`src/rtl/ps2_apple1_kbd.sv`:
```
// PS/2 set-2 keyboard front end for the Apple-1: receives frames and tracks modifiers.
// Translates make codes to upper-case ASCII held in a one-entry buffer with a sticky strobe.
module ps2_apple1_kbd #(
  parameter int FILTER_LEN = 8,
  parameter int TIMEOUT    = 14318
) (
  input  logic       clk14,
  input  logic       reset,
  input  logic       ps2_clk,
  input  logic       ps2_din,
  input  logic       key_ack,
  output logic [6:0] key_data,
  output logic       key_strobe,
  output logic       key_overrun,
  output logic       reset_req,
  output logic       cls_req,
  output logic       frame_err
);

  localparam int FW = $clog2(FILTER_LEN + 1);
  localparam int TW = $clog2(TIMEOUT + 1);
  localparam logic [FW-1:0] FILT_LAST    = FW'(FILTER_LEN - 1);
  localparam logic [TW-1:0] TIMEOUT_LAST = TW'(TIMEOUT - 1);

  typedef enum logic [1:0] {
    IDLE   = 2'd0,
    DATA   = 2'd1,
    PARITY = 2'd2,
    STOP   = 2'd3
  } rx_state_t;

  logic          clk_meta, clk_sync, din_meta, din_sync;
  logic          clk_filt, sample;
  logic [FW-1:0] filt_cnt;
  rx_state_t     state;
  logic [2:0]    bit_cnt;
  logic [7:0]    shreg, rx_byte;
  logic          par_bit, byte_valid;
  logic [TW-1:0] idle_cnt;
  logic          ext, brk, shift, ctrl;
  logic [7:0]    xl;
  logic [6:0]    key_raw, key_val;
  logic          key_hit, key_take;

  function automatic logic odd_parity_ok(input logic [7:0] data, input logic par);
    return ^{data, par};
  endfunction

  // Result is {valid, ascii}; a clear valid bit means the code has no mapping.
  function automatic logic [7:0] xlat(input logic [7:0] code, input logic shifted);
    logic [7:0] r;
    r = 8'h00;
    case (code)
      8'h1C: r = 8'hC1;  8'h32: r = 8'hC2;  8'h21: r = 8'hC3;  8'h23: r = 8'hC4;
      8'h24: r = 8'hC5;  8'h2B: r = 8'hC6;  8'h34: r = 8'hC7;  8'h33: r = 8'hC8;
      8'h43: r = 8'hC9;  8'h3B: r = 8'hCA;  8'h42: r = 8'hCB;  8'h4B: r = 8'hCC;
      8'h3A: r = 8'hCD;  8'h31: r = 8'hCE;  8'h44: r = 8'hCF;  8'h4D: r = 8'hD0;
      8'h15: r = 8'hD1;  8'h2D: r = 8'hD2;  8'h1B: r = 8'hD3;  8'h2C: r = 8'hD4;
      8'h3C: r = 8'hD5;  8'h2A: r = 8'hD6;  8'h1D: r = 8'hD7;  8'h22: r = 8'hD8;
      8'h35: r = 8'hD9;  8'h1A: r = 8'hDA;
      8'h16: r = shifted ? 8'hA1 : 8'hB1;
      8'h1E: r = shifted ? 8'hC0 : 8'hB2;
      8'h26: r = shifted ? 8'hA3 : 8'hB3;
      8'h25: r = shifted ? 8'hA4 : 8'hB4;
      8'h2E: r = shifted ? 8'hA5 : 8'hB5;
      8'h36: r = shifted ? 8'hDE : 8'hB6;
      8'h3D: r = shifted ? 8'hA6 : 8'hB7;
      8'h3E: r = shifted ? 8'hAA : 8'hB8;
      8'h46: r = shifted ? 8'hA8 : 8'hB9;
      8'h45: r = shifted ? 8'hA9 : 8'hB0;
      8'h0E: r = shifted ? 8'hFE : 8'hE0;
      8'h4E: r = shifted ? 8'hDF : 8'hAD;
      8'h55: r = shifted ? 8'hAB : 8'hBD;
      8'h54: r = shifted ? 8'hFB : 8'hDB;
      8'h5B: r = shifted ? 8'hFD : 8'hDD;
      8'h5D: r = shifted ? 8'hFC : 8'hDC;
      8'h4C: r = shifted ? 8'hBA : 8'hBB;
      8'h52: r = shifted ? 8'hA2 : 8'hA7;
      8'h41: r = shifted ? 8'hBC : 8'hAC;
      8'h49: r = shifted ? 8'hBE : 8'hAE;
      8'h4A: r = shifted ? 8'hBF : 8'hAF;
      8'h29: r = 8'hA0;
      8'h5A: r = 8'h8D;
      8'h76: r = 8'h9B;
      8'h66: r = 8'hDF;
      default: r = 8'h00;
    endcase
    return r;
  endfunction

  // Two-flop synchronisers; the PS/2 lines idle high.
  always_ff @(posedge clk14 or posedge reset) begin
    if (reset) begin
      clk_meta <= 1'b1;
      clk_sync <= 1'b1;
      din_meta <= 1'b1;
      din_sync <= 1'b1;
    end else begin
      clk_meta <= ps2_clk;
      clk_sync <= clk_meta;
      din_meta <= ps2_din;
      din_sync <= din_meta;
    end
  end

  // Glitch filter on the PS/2 clock; a filtered falling edge raises sample for one cycle.
  always_ff @(posedge clk14 or posedge reset) begin
    if (reset) begin
      clk_filt <= 1'b1;
      filt_cnt <= {FW{1'b0}};
      sample   <= 1'b0;
    end else begin
      sample <= 1'b0;
      if (clk_sync == clk_filt) begin
        filt_cnt <= {FW{1'b0}};
      end else if (filt_cnt == FILT_LAST) begin
        clk_filt <= clk_sync;
        filt_cnt <= {FW{1'b0}};
        sample   <= clk_filt;
      end else begin
        filt_cnt <= filt_cnt + {{(FW-1){1'b0}}, 1'b1};
      end
    end
  end

  // Frame receiver with inter-edge timeout.
  always_ff @(posedge clk14 or posedge reset) begin
    if (reset) begin
      state      <= IDLE;
      bit_cnt    <= 3'd0;
      shreg      <= 8'h00;
      par_bit    <= 1'b0;
      idle_cnt   <= {TW{1'b0}};
      byte_valid <= 1'b0;
      rx_byte    <= 8'h00;
      frame_err  <= 1'b0;
    end else begin
      byte_valid <= 1'b0;
      frame_err  <= 1'b0;
      if (sample) begin
        idle_cnt <= {TW{1'b0}};
        case (state)
          IDLE: begin
            if (!din_sync) begin
              state   <= DATA;
              bit_cnt <= 3'd0;
            end else begin
              frame_err <= 1'b1;
            end
          end
          DATA: begin
            shreg <= {din_sync, shreg[7:1]};
            if (bit_cnt == 3'd7) state <= PARITY;
            else bit_cnt <= bit_cnt + 3'd1;
          end
          PARITY: begin
            par_bit <= din_sync;
            state   <= STOP;
          end
          STOP: begin
            state <= IDLE;
            if (din_sync && odd_parity_ok(shreg, par_bit)) begin
              byte_valid <= 1'b1;
              rx_byte    <= shreg;
            end else begin
              frame_err <= 1'b1;
            end
          end
          default: state <= IDLE;
        endcase
      end else if (state == IDLE) begin
        idle_cnt <= {TW{1'b0}};
      end else if (idle_cnt == TIMEOUT_LAST) begin
        state     <= IDLE;
        idle_cnt  <= {TW{1'b0}};
        frame_err <= 1'b1;
      end else begin
        idle_cnt <= idle_cnt + {{(TW-1){1'b0}}, 1'b1};
      end
    end
  end

  // Translation of the received byte, including Ctrl folding of 0x40-0x5F.
  always_comb begin
    xl       = xlat(rx_byte, shift);
    key_hit  = 1'b0;
    key_raw  = 7'h00;
    key_val  = 7'h00;
    key_take = 1'b0;
    if (ext) begin
      if (rx_byte == 8'h5A) begin
        key_hit = 1'b1;
        key_raw = 7'h0D;
      end else begin
        key_hit = 1'b0;
        key_raw = 7'h00;
      end
    end else begin
      key_hit = xl[7];
      key_raw = xl[6:0];
    end
    if (ctrl && key_raw[6:5] == 2'b10) key_val = key_raw & 7'h1F;
    else key_val = key_raw;
    if (byte_valid && !brk && rx_byte != 8'hE0 && rx_byte != 8'hF0) key_take = key_hit;
    else key_take = 1'b0;
  end

  // Modifier/prefix tracking, request pulses and the one-entry key buffer.
  always_ff @(posedge clk14 or posedge reset) begin
    if (reset) begin
      ext         <= 1'b0;
      brk         <= 1'b0;
      shift       <= 1'b0;
      ctrl        <= 1'b0;
      key_data    <= 7'h00;
      key_strobe  <= 1'b0;
      key_overrun <= 1'b0;
      reset_req   <= 1'b0;
      cls_req     <= 1'b0;
    end else begin
      reset_req <= 1'b0;
      cls_req   <= 1'b0;
      if (key_take) begin
        key_data    <= key_val;
        key_strobe  <= 1'b1;
        key_overrun <= key_strobe & ~key_ack;
      end else if (key_ack) begin
        key_strobe  <= 1'b0;
        key_overrun <= 1'b0;
      end
      if (byte_valid) begin
        case (rx_byte)
          8'hE0: ext <= 1'b1;
          8'hF0: brk <= 1'b1;
          default: begin
            ext <= 1'b0;
            brk <= 1'b0;
            if (brk) begin
              if (!ext && (rx_byte == 8'h12 || rx_byte == 8'h59)) shift <= 1'b0;
              if (rx_byte == 8'h14) ctrl <= 1'b0;
            end else begin
              if (!ext && (rx_byte == 8'h12 || rx_byte == 8'h59)) shift <= 1'b1;
              if (rx_byte == 8'h14) ctrl <= 1'b1;
              if (!ext && rx_byte == 8'h07) reset_req <= 1'b1;
              if (!ext && rx_byte == 8'h05) cls_req <= 1'b1;
            end
          end
        endcase
      end
    end
  end

endmodule

```
`config.mk`:
```
export PLATFORM = sky130hd
export DESIGN_NAME = ps2_apple1_kbd
export DESIGN_NICKNAME = d
export VERILOG_FILES = /design/src/rtl/ps2_apple1_kbd.sv
export SDC_FILE = /design/constraint.sdc
export NUM_CORES = 1
export LEC_CHECK = 0
export CAP_MARGIN = 15
export CORE_UTILIZATION = 29
export CTS_CLUSTER_DIAMETER = 40
export DETAILED_ROUTE_END_ITERATION = 10
export HOLD_SLACK_MARGIN = 0.15
export PLACE_DENSITY = 0.46
export SYNTH_ARGS = -nofsm -noshare
export SYNTH_HDL_FRONTEND = slang
export SYNTH_SLANG_ARGS = --single-unit
```
`constraint.sdc`:
```
create_clock -name clk14 -period 2.46 [get_ports clk14]
set_clock_uncertainty 0.1 [all_clocks]
set_input_delay 0.492 -clock clk14 [delete_from_list [all_inputs] [get_ports clk14]]
set_output_delay 0.492 -clock clk14 [all_outputs]
set_load 0.005 [all_outputs]
```
==> results.cfg <==
[outcome]
outcome = complete, but fails checks
violations = setup timing

[timing]
grt_setup_unrepaired = true
slew_headroom = 0.5671
max_freq_ghz = 0.3940
fin_ws_ns = -0.07836
fin_tns_setup_ns = -0.4070
final-max-slew-violation-count = 0
setup_viol = 8
final_hold_viol_count = 0
period_needed_ns = 2.538
worstMarginPinSlew_ns = 0.6330
fin_crit_sh = 1.032

[synthesis]
synth_seq_area_share = 0.3848
syn-num-nets = 462
ys_seq_elements = 63
yosys_warnings = 0
synthFlopType = dfrtp_1
ys_types = 71
netlist_area_um2 = 4113
synth-edff-count = 0
synthesis.instances = 448
syn_area_per_cell_um2 = 9.180
synthArstFlopShare = 1.000

[routing]
vias = 3959
top_layer = met4
wire_per_inst_um = 17.22
firstDrtPassIters = 5
met2_length_um = 6162
drt-initial-drc-count = 244
drtAntennaViolNets = 0
drt-vias-per-instance = 5.202
wl_um = 13100
drc_errors = 0
met1_length_um = 5906
route.met3.wl_um = 561

[critical_path]
endpoint = key_data[2]$_DFFE_PP0P_
startpoint_type = flop
r2r_end = key_data[2]$_DFFE_PP0P_
required_ns = 2.58
r2r_slack_ns = -0.08
critPathMaxFanout = 8
r2r-start = rx_byte[7]$_DFFE_PP0P_
endpoint_kind = flop
startpoint = rx_byte[7]$_DFFE_PP0P_
critical_path_class = reg2reg
arrival_ns = 2.66
reg2reg_depth = 10

[layout]
layout_common_cells = 118 x buf_4, 53 x dfrtp_1, 41 x nand2_1, 40 x nor2_1, 28 x o21ai_0
drive_gt1_frac = 0.3752
instances_no_fill = 761
nFillCells = 1386
fin_area_um2 = 5932
antenna_cells = 0
fin_util = 0.4273
fin_nets = 590
area_growth_pct = 44.23
layout_commonest_cell = buf_4

[die]
die-area_um2 = 14660
initial_core_util = 0.2963
rows = 43
core_area_um2 = 13880
die_h_um = 121.1
die_w_um = 121.1
pin_count = 17

[clocking]
clk_pin_slew_ns = 0.05
cts_tree = yes
clock_tree.htree_level_count = 3
clock_latency_ns = 0.33
cts_root_buffer = clkbuf_16
cts_buffers = 9
clock_path_buffers = 2
cts.sink_count = 63

[pwr]
vdd_drop_max_mv = 0.5831
power_uw = 2683
powerDensity_nw_per_um2 = 452.3
p_leak_uw = 0.002540

[global_routing]
grt_pass1_wl_um = 21130
antenna_found_initial = 0
grt.total_usage = 0.1916
grt_pass1_vias = 3921
grt_overflow_total = 0
grt_max_degree = 30

[place]
io_buffers = 16
place_area_um2 = 5184
dp_cells = 722
routabilityCongestion = 0.8934
place_hpwl_um = 9753

[worst_hold_path]
min_path_type = reg2reg

[job]
cap_violations = 0
==> per-layer routing <==
layer  vias up  GRT usage
li1       1895          -
met4         0    0.09182
met2       119     0.3029
met5         -          0
met3        34    0.02961
met1      1911     0.2550
==> worst max-delay path: stages, from the launching register on <==
cell and delay, ns:
dfrtp_1 0.42, buf_6 0.14, buf_4 0.13, nor4b_4 0.30, buf_4 0.21, a22oi_1 0.08
nor2_1 0.31, nor3_4 0.10, a41oi_4 0.18, a41oi_4 0.10, mux2_4 0.35
==> cell usage after synthesis, drive strengths merged (3+ instances only) <==
library cell  instances  share of area
o211ai                4         0.0073
and4                  3         0.0064
a32oi                 6          0.013
a41oi                 3          0.016
a211oi                3         0.0055
ha                    9          0.027
a22o                  5          0.011
nor4                  4         0.0061
a22oi                 5          0.010
clkbuf                9         0.0085
nor2                 47          0.045
or3                   5         0.0076
nand3                12          0.015
a31oi                 4         0.0061
buf                  20          0.032
nor3b                 3         0.0055
nand2b               17          0.026
nor2b                 8          0.012
xnor2                14          0.030
mux2                 22          0.063
nand3b                4         0.0073
nand2                42          0.038
o21ai                31          0.039
o31ai                 3         0.0055
nor3                  9          0.016
inv                  11          0.010
nand4                 3         0.0046
o221ai                3         0.0064
o22ai                 5         0.0076
dfrtp                58           0.35
xor2                  9          0.019
a21oi                21          0.026
and3                  6         0.0091
dfstp                 5          0.032
==> worst min path at each step <==
| stage | cells after the start | slack [ns] | startpoint | endpoint |
|---|---|---|---|---|
| final | 0 | 0.26 | clk_meta$_DFF_PP1_ | clk_sync$_DFF_PP1_ |
| after detailed placement | 0 | 0.25 | clk_meta$_DFF_PP1_ | clk_sync$_DFF_PP1_ |
| after global placement | 0 | 0.25 | din_meta$_DFF_PP1_ | din_sync$_DFF_PP1_ |
| after floorplan | 0 | 0.25 | clk_meta$_DFF_PP1_ | clk_sync$_DFF_PP1_ |
| after global routing | 0 | 0.26 | din_meta$_DFF_PP1_ | din_sync$_DFF_PP1_ |
| after CTS | 0 | 0.26 | clk_meta$_DFF_PP1_ | clk_sync$_DFF_PP1_ |
==> layout make-up <==
cell class | instances | area, um^2 | area share
clock buffer | 11 | 252.7 | 0.04261
tap | 180 | 225.2 | 0.03797
clock inverter | 5 | 103.9 | 0.01751
inverter | 11 | 41.29 | 0.006961
timing repair buffer | 146 | 1229 | 0.2071
sequential | 63 | 1589 | 0.2679
multi-input combinational | 345 | 2491 | 0.4200
==> cells by family (layout without fill, tap and decap cells) <==
family	Yosys count	after routing	share of synthesized area
AND/OR/NAND/NOR	175	175	0.2236
AO/OA/AOI/OAI	114	114	0.1965
flip-flops	63	63	0.3848
buffers and inverters	40	173	0.05080
multiplexers	24	24	0.06784
XOR/XNOR	23	23	0.04898
adder cells (fa/ha/maj)	9	9	0.02738
==> where the power goes <==
| group | leakage (uW) | switching (uW) | internal, uW |
|---|---|---|---|
| Sequential | 0.000852 | 22.2 | 1070 |
| Combinational | 0.00151 | 46.2 | 43.1 |
| Clock | 0.000176 | 454 | 1040 |
==> state kept, by name (all words and copies together) (netlist names), 2 cells and up <==
name	cells
filt_cnt	4
bit_cnt	3
state	2
shreg	8
idle_cnt	14
key_data	7
rx_byte	8
==> metrics by stage <==
stage	hold WS (ns)	worst slack (ns)
final	0.2558	-0.07836
after global routing	0.2615	-0.1796
after CTS	0.2573	-0.06901
after detailed placement	0.2495	-0.2801
after global placement	0.2459	-0.2831
after floorplan	0.2452	0.03259
==> what timing repair did <==
action | in CTS | in global routing
buffers inserted | 19 | 6
pin swaps | 20 | 3
gates resized for setup | 45 | 7
setup endpoints to repair | 9 | 9
cloned | 1 | 0
hold buffers | 0 | 0
Power figures use the tool's default switching activity.
